==> src/rtl/sram_burst_ctrl_if.sv <==
// Burst command, write-stream and read-stream handshakes between a layer
// sequencer (master) and the scratch SRAM burst controller (slave).
interface sram_burst_ctrl_if #(
  parameter int DATA_WIDTH = 16,
  parameter int ADDR_WIDTH = 5
);
  logic                  cmd_valid;
  logic                  cmd_ready;
  logic                  cmd_write;
  logic [ADDR_WIDTH-1:0] cmd_addr;
  logic [ADDR_WIDTH:0]   cmd_len;
  logic                  wr_valid;
  logic                  wr_ready;
  logic [DATA_WIDTH-1:0] wr_data;
  logic                  rd_valid;
  logic                  rd_ready;
  logic [DATA_WIDTH-1:0] rd_data;
  logic                  done;

  modport master (
    output cmd_valid, cmd_write, cmd_addr, cmd_len, wr_valid, wr_data, rd_ready,
    input  cmd_ready, wr_ready, rd_valid, rd_data, done
  );

  modport slave (
    input  cmd_valid, cmd_write, cmd_addr, cmd_len, wr_valid, wr_data, rd_ready,
    output cmd_ready, wr_ready, rd_valid, rd_data, done
  );
endinterface

==> src/rtl/sram_burst_ctrl.sv <==
// Burst initiator for the single-port scratch SRAM: streams write bursts in and
// read bursts out, hiding the one-cycle read latency behind a 2-entry FIFO.
module sram_burst_ctrl #(
  parameter int DATA_WIDTH = 16,
  parameter int ADDR_WIDTH = 5
) (
  input  logic                  clk,
  input  logic                  rst,
  sram_burst_ctrl_if.slave      bus,
  output logic                  mem_en_n,
  output logic                  mem_wren_n,
  output logic [ADDR_WIDTH-1:0] mem_addr,
  output logic [DATA_WIDTH-1:0] mem_wdata,
  input  logic [DATA_WIDTH-1:0] mem_rdata
);

  typedef enum logic [1:0] {IDLE, WRITE, READ} state_t;

  state_t                state, state_nxt;
  logic [ADDR_WIDTH-1:0] cur_addr;
  logic [ADDR_WIDTH:0]   remaining;
  logic                  pending;
  logic [DATA_WIDTH-1:0] fifo_mem [2];
  logic                  rd_ptr, wr_ptr;
  logic [1:0]            count;
  logic                  done_q;

  logic                  pop, wr_fire, issue, rd_last;
  logic [2:0]            occ;

  // Occupancy counts stored words plus the one in flight, net of this cycle's pop,
  // so a new read is only issued when its data is guaranteed a FIFO slot.
  always_comb begin
    pop     = (count != 2'd0) && bus.rd_ready;
    wr_fire = (state == WRITE) && bus.wr_valid;
    occ     = 3'(count) + 3'(pending) - 3'(pop);
    issue   = (state == READ) && (remaining != '0) && (occ < 3'd2);
    rd_last = (state == READ) && (remaining == '0) && !pending && (count == 2'd1) && pop;
  end

  always_ff @(posedge clk) begin
    if (rst) state <= IDLE;
    else     state <= state_nxt;
  end

  always_comb begin
    state_nxt = state;
    case (state)
      IDLE:    if (bus.cmd_valid && (bus.cmd_len != '0))
                 state_nxt = bus.cmd_write ? WRITE : READ;
      WRITE:   if (wr_fire && (remaining == (ADDR_WIDTH+1)'(1))) state_nxt = IDLE;
      READ:    if (rd_last) state_nxt = IDLE;
      default: state_nxt = IDLE;
    endcase
  end

  always_comb begin
    bus.cmd_ready = (state == IDLE);
    bus.wr_ready  = (state == WRITE);
    bus.rd_valid  = (count != 2'd0);
    bus.rd_data   = fifo_mem[rd_ptr];
    bus.done      = done_q;
    mem_en_n      = !(wr_fire || issue);
    mem_wren_n    = !wr_fire;
    mem_addr      = cur_addr;
    mem_wdata     = bus.wr_data;
  end

  // A zero-length command completes immediately without touching the SRAM.
  always_ff @(posedge clk) begin
    if (rst) begin
      cur_addr  <= '0;
      remaining <= '0;
      pending   <= 1'b0;
      count     <= 2'd0;
      rd_ptr    <= 1'b0;
      wr_ptr    <= 1'b0;
      done_q    <= 1'b0;
    end else begin
      pending <= issue;
      done_q  <= ((state == IDLE) && bus.cmd_valid && (bus.cmd_len == '0)) ||
                 (wr_fire && (remaining == (ADDR_WIDTH+1)'(1))) ||
                 rd_last;
      if ((state == IDLE) && bus.cmd_valid) begin
        cur_addr  <= bus.cmd_addr;
        remaining <= bus.cmd_len;
      end else if (wr_fire || issue) begin
        cur_addr  <= cur_addr + ADDR_WIDTH'(1);
        remaining <= remaining - (ADDR_WIDTH+1)'(1);
      end
      if (pending) wr_ptr <= ~wr_ptr;
      if (pop)     rd_ptr <= ~rd_ptr;
      count <= count + 2'(pending) - 2'(pop);
    end
  end

  always_ff @(posedge clk) begin
    if (pending) fifo_mem[wr_ptr] <= mem_rdata;
  end

endmodule

==> src/flat_wrapper.sv <==
// flat-port wrapper written by rule: the top's interface ports become plain ports
module sram_burst_ctrl_flat 
#(
  parameter int DATA_WIDTH = 16,
  parameter int ADDR_WIDTH = 5
)
  (clk, rst, mem_en_n, mem_wren_n, mem_addr, mem_wdata, mem_rdata, bus_cmd_valid, bus_cmd_write, bus_cmd_addr, bus_cmd_len, bus_wr_valid, bus_wr_data, bus_rd_ready, bus_cmd_ready, bus_wr_ready, bus_rd_valid, bus_rd_data, bus_done);
  sram_burst_ctrl_if #(.DATA_WIDTH(DATA_WIDTH), .ADDR_WIDTH(ADDR_WIDTH)) bus_i ();
  input  logic clk;
  input  logic rst;
  output logic mem_en_n;
  output logic mem_wren_n;
  output logic [ADDR_WIDTH-1:0] mem_addr;
  output logic [DATA_WIDTH-1:0] mem_wdata;
  input  logic [DATA_WIDTH-1:0] mem_rdata;
  input wire logic [$bits(bus_i.cmd_valid)-1:0] bus_cmd_valid;
  input wire logic [$bits(bus_i.cmd_write)-1:0] bus_cmd_write;
  input wire logic [$bits(bus_i.cmd_addr)-1:0] bus_cmd_addr;
  input wire logic [$bits(bus_i.cmd_len)-1:0] bus_cmd_len;
  input wire logic [$bits(bus_i.wr_valid)-1:0] bus_wr_valid;
  input wire logic [$bits(bus_i.wr_data)-1:0] bus_wr_data;
  input wire logic [$bits(bus_i.rd_ready)-1:0] bus_rd_ready;
  output wire logic [$bits(bus_i.cmd_ready)-1:0] bus_cmd_ready;
  output wire logic [$bits(bus_i.wr_ready)-1:0] bus_wr_ready;
  output wire logic [$bits(bus_i.rd_valid)-1:0] bus_rd_valid;
  output wire logic [$bits(bus_i.rd_data)-1:0] bus_rd_data;
  output wire logic [$bits(bus_i.done)-1:0] bus_done;
  assign bus_i.cmd_valid = bus_cmd_valid;
  assign bus_i.cmd_write = bus_cmd_write;
  assign bus_i.cmd_addr = bus_cmd_addr;
  assign bus_i.cmd_len = bus_cmd_len;
  assign bus_i.wr_valid = bus_wr_valid;
  assign bus_i.wr_data = bus_wr_data;
  assign bus_i.rd_ready = bus_rd_ready;
  assign bus_cmd_ready = bus_i.cmd_ready;
  assign bus_wr_ready = bus_i.wr_ready;
  assign bus_rd_valid = bus_i.rd_valid;
  assign bus_rd_data = bus_i.rd_data;
  assign bus_done = bus_i.done;
  sram_burst_ctrl #(.DATA_WIDTH(DATA_WIDTH), .ADDR_WIDTH(ADDR_WIDTH)) u_core (.clk(clk), .rst(rst), .bus(bus_i), .mem_en_n(mem_en_n), .mem_wren_n(mem_wren_n), .mem_addr(mem_addr), .mem_wdata(mem_wdata), .mem_rdata(mem_rdata));
endmodule
==> config.mk <==
export PLATFORM = sky130hd
export DESIGN_NAME = sram_burst_ctrl_flat
export DESIGN_NICKNAME = d
export VERILOG_FILES = /design/src/rtl/sram_burst_ctrl_if.sv /design/src/rtl/sram_burst_ctrl.sv /design/src/flat_wrapper.sv
export SDC_FILE = /design/constraint.sdc
export NUM_CORES = 1
export LEC_CHECK = 0
export CORE_MARGIN = 2
export CORE_UTILIZATION = 45
export CTS_CLUSTER_SIZE = 28
export DETAILED_ROUTE_END_ITERATION = 10
export GPL_TIMING_DRIVEN = 0
export PLACE_DENSITY = 0.89
export SKIP_CTS_REPAIR_TIMING = 1
export SYNTH_ARGS = -nofsm -noshare
export SYNTH_HDL_FRONTEND = slang
export SYNTH_SLANG_ARGS = --single-unit
==> constraint.sdc <==
create_clock -name clk -period 3.56 [get_ports clk]
set_clock_uncertainty 0.2 [all_clocks]
set_input_delay 0.712 -clock clk [delete_from_list [all_inputs] [get_ports clk]]
set_output_delay 0.712 -clock clk [all_outputs]
set_load 0.02 [all_outputs]
# Word level (Yosys, flattened, before mapping)
# Memories as Yosys holds them, arrays and structs flattened. A register that Yosys moved wholly into a read port is not among the register bits.
# Cells that the tools add are included.
[totals] elab_cells=64 output_inout_bits=43 register_bits=19 inputBits=49 mem_bits_rw=32 memories=1
[op_classes] reduce_logical=26 n_eq_ne=7 n_lt_le_gt_ge=1 n_addsub=6 n_bitwise=2 muxes=13
[memory_table] name="u_core.fifo_mem" words=2 width=16 read_ports=1 rd_ports_with_merged_regs=1 write_ports=1 line="sram_burst_ctrl.sv:23" rtl="logic [DATA_WIDTH-1:0] fifo_mem [2];"
[ops] cell="$logic_and 1x1->1" n=12
[ops] cell="$logic_not 6->1" n=2
[ops] cell="$mux 6" n=2
[ops] cell="$reduce_bool 6->1" n=2
[ops] cell="$mux 5" n=2
[ops] cell="$mux 2" n=4
[ops] cell="$eq 6x1->1 const B" n=1
[ops] cell="$ne 2x1->1 const B" n=3
[ops] cell="$pmux 2 s3" n=1
[ops] cell="$sub 6x1->6 const B" n=1
[ops] cell="$add 5x1->5 const B" n=1
[ops] cell="$eq 2x1->1 const B" n=2
[ops] cell="$mux 1" n=4
[ops] cell="$reduce_bool 2->1" n=2
[ops] cell="$add 2x1->3" n=1
[ops] cell="$logic_not 1->1" n=3
[ops] cell="$logic_or 1x1->1" n=3
[ops] cell="$lt 3x2->1 const B" n=1
[ops] cell="$reduce_and 3->1" n=1
[ops] cell="$sub 3x1->3" n=1
[ops] cell="$add 2x1->2" n=1
[ops] cell="$eq 2x2->1 const B" n=1
[ops] cell="$logic_not 2->1" n=1
[ops] cell="$not 1->1" n=2
[ops] cell="$sub 2x1->2" n=1

# Logic depth before layout (Yosys ltp)
# Gate-level depths: netlist of the first run.
[logic_depth] ltp_word=8 mapped_depth=10 mapped_depth_nobuf=10

# Least setup slack after synthesis of the first run
# OpenSTA, ideal clock, no wires.
[synth_path] path_type="reg-to-output" from="reg u_core.count[1]" to="out mem_en_n" t_required_ns=2.648 setup_slack_ns=0.033 path_buffers=0 arrival_time_ns=2.615 stages_incl_launch_ff=10 path_cell_list="dfxtp_1 or2_2 and2_1 ha_1 inv_1 ha_1 fa_1 xnor2_1 a2111oi_4 nor2_2"
[synth_between] elab_chain_cells=7 elab_cells_between_ends=8 cone_classes="2 x add/sub; 1 x order compare; 5 x reduce/logical"
[synth_lines] element="from (decl)" line="sram_burst_ctrl.sv:25" rtl="logic [1:0] count;"
[synth_lines] element="from (signal assigned)" line="sram_burst_ctrl.sv:93" rtl="count <= count + 2'(pending) - 2'(pop);"
[synth_lines] element="$reduce_bool 2->1"
[synth_lines] element="via bus_rd_valid" line="flat_wrapper.sv:25" rtl="output wire logic [$bits(bus_i.rd_valid)-1:0] bus_rd_valid;"
[synth_lines] element="$logic_and 1x1->1" line="sram_burst_ctrl.sv:34" rtl="pop = (count != 2'd0) && bus.rd_ready;"
[synth_lines] element="via u_core.pop" line="sram_burst_ctrl.sv:28" rtl="logic pop, wr_fire, issue, rd_last;"
[synth_lines] element="$sub 3x1->3" line="sram_burst_ctrl.sv:36" rtl="occ = 3'(count) + 3'(pending) - 3'(pop);"
[synth_lines] element="$lt 3x2->1" line="sram_burst_ctrl.sv:37" rtl="issue = (state == READ) && (remaining != '0) && (occ < 3'd2);"
[synth_lines] element="$logic_and 1x1->1" line="sram_burst_ctrl.sv:37"
[synth_lines] element="$logic_or 1x1->1" line="sram_burst_ctrl.sv:63" rtl="mem_en_n = !(wr_fire || issue);"
[synth_lines] element="$logic_not 1->1" line="sram_burst_ctrl.sv:63"
[synth_lines] element="to (decl)" line="flat_wrapper.sv:11" rtl="output logic mem_en_n;"
# The timed path passes the listed nets, and every way through them passes these cells.

# Final worst setup path of the first run
[layout_path] from="reg u_core.count[1]" to="out mem_en_n"
[layout_between] elab_chain_cells=7 elab_cells_between_ends=8 cone_classes="2 x add/sub; 1 x order compare; 5 x reduce/logical"
[layout_lines] element="$reduce_bool 2->1" line="sram_burst_ctrl.sv:34"
[layout_lines] element="$logic_and 1x1->1" line="sram_burst_ctrl.sv:34"
[layout_lines] element="via u_core.pop" line="sram_burst_ctrl.sv:28"
[layout_lines] element="$sub 3x1->3" line="sram_burst_ctrl.sv:36"
[layout_lines] element="$lt 3x2->1" line="sram_burst_ctrl.sv:37"
[layout_lines] element="$logic_and 1x1->1" line="sram_burst_ctrl.sv:37"
[layout_lines] element="$logic_or 1x1->1" line="sram_burst_ctrl.sv:63"
[layout_lines] element="$logic_not 1->1" line="sram_burst_ctrl.sv:63"
# The timed path passes the listed nets, and every way through them passes these cells.

==> flow_summary.yaml, run 1 <==
outcome:
  run_status: "finished with violations"
  violations: "setup timing"
logic_synthesis:
  ys_top_cells_by_area: "edfxtp_1 38%, dfxtp_1 16%, mux2_2 7.1%"
  synthCells: 213
  seq_area_frac_synth_pct: 53.3
  synth-edff-count: 32
  synth_top_area_share_pct: 37.6
  yosysWarnings: 0
  syn_area_um2: 2550
  syn_area_per_cell_um2: 12.0
  synth_flop_cell: "edfxtp_1"
  syn_nets: 269
  ys_ff_latch: 52
  ys_async_sr_fraction_pct: 0
  synth_top_cell_by_area: "edfxtp_1"
  synth.distinct_cells: 48
grt:
  grt_pass1_wl_mm: 8.58
  grt_max_degree: 17
  grt_antenna_before_repair: 0
  grt_pass1_vias: 1856
  gr-total-overflow: 0
  grtUsageTotal_pct: 17.5
critical_path:
  r2r-start: "u_core.count[1]"
  slowest_stage: "fa_2"
  critPathRequiredTime_ps: 2650
  path_max_fanout: 4
  arrival_ps: 2710
  end_kind: "output pin"
  critPathBufInv: 2
  cp_cell_sequence: "or2_4 > and2_4 > ha_4 > inv_2 > ha_4 > fa_2 > xnor2_4 > a2111oi_4 > nor2_2 > buf_6"
  path_delay_family: "adder cells"
  critPathMaxStageDelay_ps: 400
  crit_top_cell: "ha_4"
  critPathLaunchType: "flop"
  critPathLaunch: "u_core.count[1]"
  crit_type: "reg -> out"
placement:
  dpl.hpwl_mm: 4.06
  portBuffers: 74
  placed_area_um2: 3380
  placedCellCount: 359
  place_ws_ps: -1140
  routabilityCongestion: 0.866
timing:
  slew_headroom_pct: 45.4
  slew_viol_final: 0
  rsz0062_at_grt: "yes"
  min_period_ps: 3630
  post-route-period-util_pct: 102
  fin_ws_ps: -65.3
  finalHoldViolCount: 0
  max_freq_ghz: 0.276
  tightest_slew_ps: 819
  finalSetupViolCount: 1
detailed_routing:
  detail-route-antenna-nets: 0
  drt-vias-per-instance: 5.31
  wl_per_cell_um: 15.0
  num_vias: 1980
  drc: 0
  wl_mm: 5.59
  drtIter0Drc: 124
  firstDrtPassIters: 4
clock_network:
  clockBufferDepth: 2
  clk_latency_ps: 300
  cts_tree: "built"
  numCtsBuffers: 5
  cts_root_buffer: "clkbuf_8"
  clkSinkCount: 52
  clk_transition_reported_paths_ps: 90
  htree_levels: 2
floorplan:
  initial_core_util_pct: 46.4
  die-area_um2: 6290
  ios: 92
  coreArea_um2: 5510
  die_w_um: 79.3
  die_height_um: 79.3
  rows: 27
hold_path:
  hold_path_class: "reg -> reg"
  hp-start: "u_core.rd_ptr"
run:
  cap_violations: 0
power:
  power.density_nw_per_um2: 458
  ir_drop_mv: 0.235
  power_leakage_nw: 1.29
finish:
  drive_gt1_share_pct: 22.9
  area_growth_pct: 40.2
  final-instance-count-excl-fill: 373
  post-route-cell-area_um2: 3580
  nets: 356
  n_antenna_cell: 0
-- final cells by class --
cell class / instances / area (um^2)
tap: 72 / 90.1
sequential: 52 / 1370
multi-input combinational: 129 / 1070
clock inverter: 2 / 16.3
fill: 443 / 1930
timing repair buffer: 80 / 790
clock buffer: 6 / 72.6
buffer: 24 / 150
inverter: 8 / 30.0
-- worst min-delay path: stages (launching register included) --
cell,delay [ps]
dfxtp_1,330
xnor2_1,90
nor2_1,80
-- cell usage after synthesis, types with 2 or more instances --
cell type / count
nand3_1: 11
clkbuf_1: 8
o21ai_1: 2
nand2b_1: 3
mux2_2: 16
o21ai_0: 3
nand2_1: 5
a2111oi_2: 4
o2111ai_1: 3
nor2_1: 17
o211ai_1: 5
and2_1: 5
nor3b_1: 2
o21a_1: 4
o211a_1: 2
xnor2_1: 3
inv_1: 8
or3_1: 3
or4_1: 2
edfxtp_1: 32
nor4_1: 2
dfxtp_1: 20
nor3_1: 3
nand4_1: 3
buf_4: 16
or2_2: 2
nor2b_1: 3
ha_1: 6
-- power by group --
group	leakage, nW	internal, mW	switching [mW]
clock	0.0414	0.140	0.190
sequential	0.454	0.685	0.0411
combinational	0.790	0.303	0.281
-- per-layer routing --
layer / part of all wire (%) / global-route usage (%) / vias to the layer above
li1: - / - / 949
met1: 42 / 23.0 / 942
met2: 50 / 29.3 / 81
met3: 6.3 / 2.95 / 8
met4: 1.3 / 5.86 / 0
met5: 0 / 0 / -
-- path summary, 6_finish.rpt --
path                                      endpoint  slack [ps]  cells after the start
worst min register to register       u_core.rd_ptr         330                      2
worst min-delay path                 u_core.rd_ptr         330                      2
worst max-delay path                      mem_en_n         -70                     10
worst max register to register  u_core.mem_addr[1]         520                     11
-- cell families (layout without fill, tap and decap cells) --
| family | count (synthesis) | after routing | synth area share [%] |
|---|---|---|---|
| AOI/OAI and AO/OA | 34 | 34 | 12.2 |
| xor gates and xnor gates | 3 | 3 | 1.03 |
| adders and majority gates | 7 | 7 | 3.72 |
| buffers and inverters | 32 | 120 | 7.06 |
| DFF | 52 | 52 | 53.3 |
| muxes | 16 | 16 | 7.06 |
| and+or+nand+nor | 69 | 69 | 15.6 |
-- layout by cell type (no fill, tap or decap), drive strengths merged, types with 5 or more instances in the layout --
master	count
clkbuf	14
inv	8
dfxtp	20
and2	5
edfxtp	32
buf	23
ha	6
mux2	16
nor2	18
o21ai	6
a2111oi	5
nand2	5
nand3	11
clkdlybuf4s50	72
o211ai	5
-- stage by stage --
stage | power, mW | hold slack [ps] | setup TNS [ps] | utilization (%)
2_1_floorplan | 1.06 | 281 | 0 | -
4_1_cts | 1.59 | 328 | -1150 | 63.1
5_1_grt | 1.73 | 372 | -174 | 65.0
6_report | 1.64 | 327 | -65.3 | 65.0
3_5_place_dp | 1.26 | 301 | -2680 | 61.5
3_3_place_gp | 1.25 | 296 | -1820 | 61.5
-- flip-flops by register name, indices dropped and copies added, names as in the netlist, named ones only --
name / flops
u_core.fifo_mem: 32
u_core.pending: 1
u_core.remaining: 6
u_core.state: 2
u_core.mem_addr: 5
u_core.bus.done: 1
u_core.count: 2
u_core.rd_ptr: 1
u_core.wr_ptr: 1
No activity file was read; power rests on OpenSTA's default activity.
==> run 2, diff against run 1 <==
Settings changed: ABC_CLOCK_PERIOD_IN_PS set to 3560.
==> results of run 2 <==
Same layout as run 1: the final DEF is identical, and so are final timing and power.
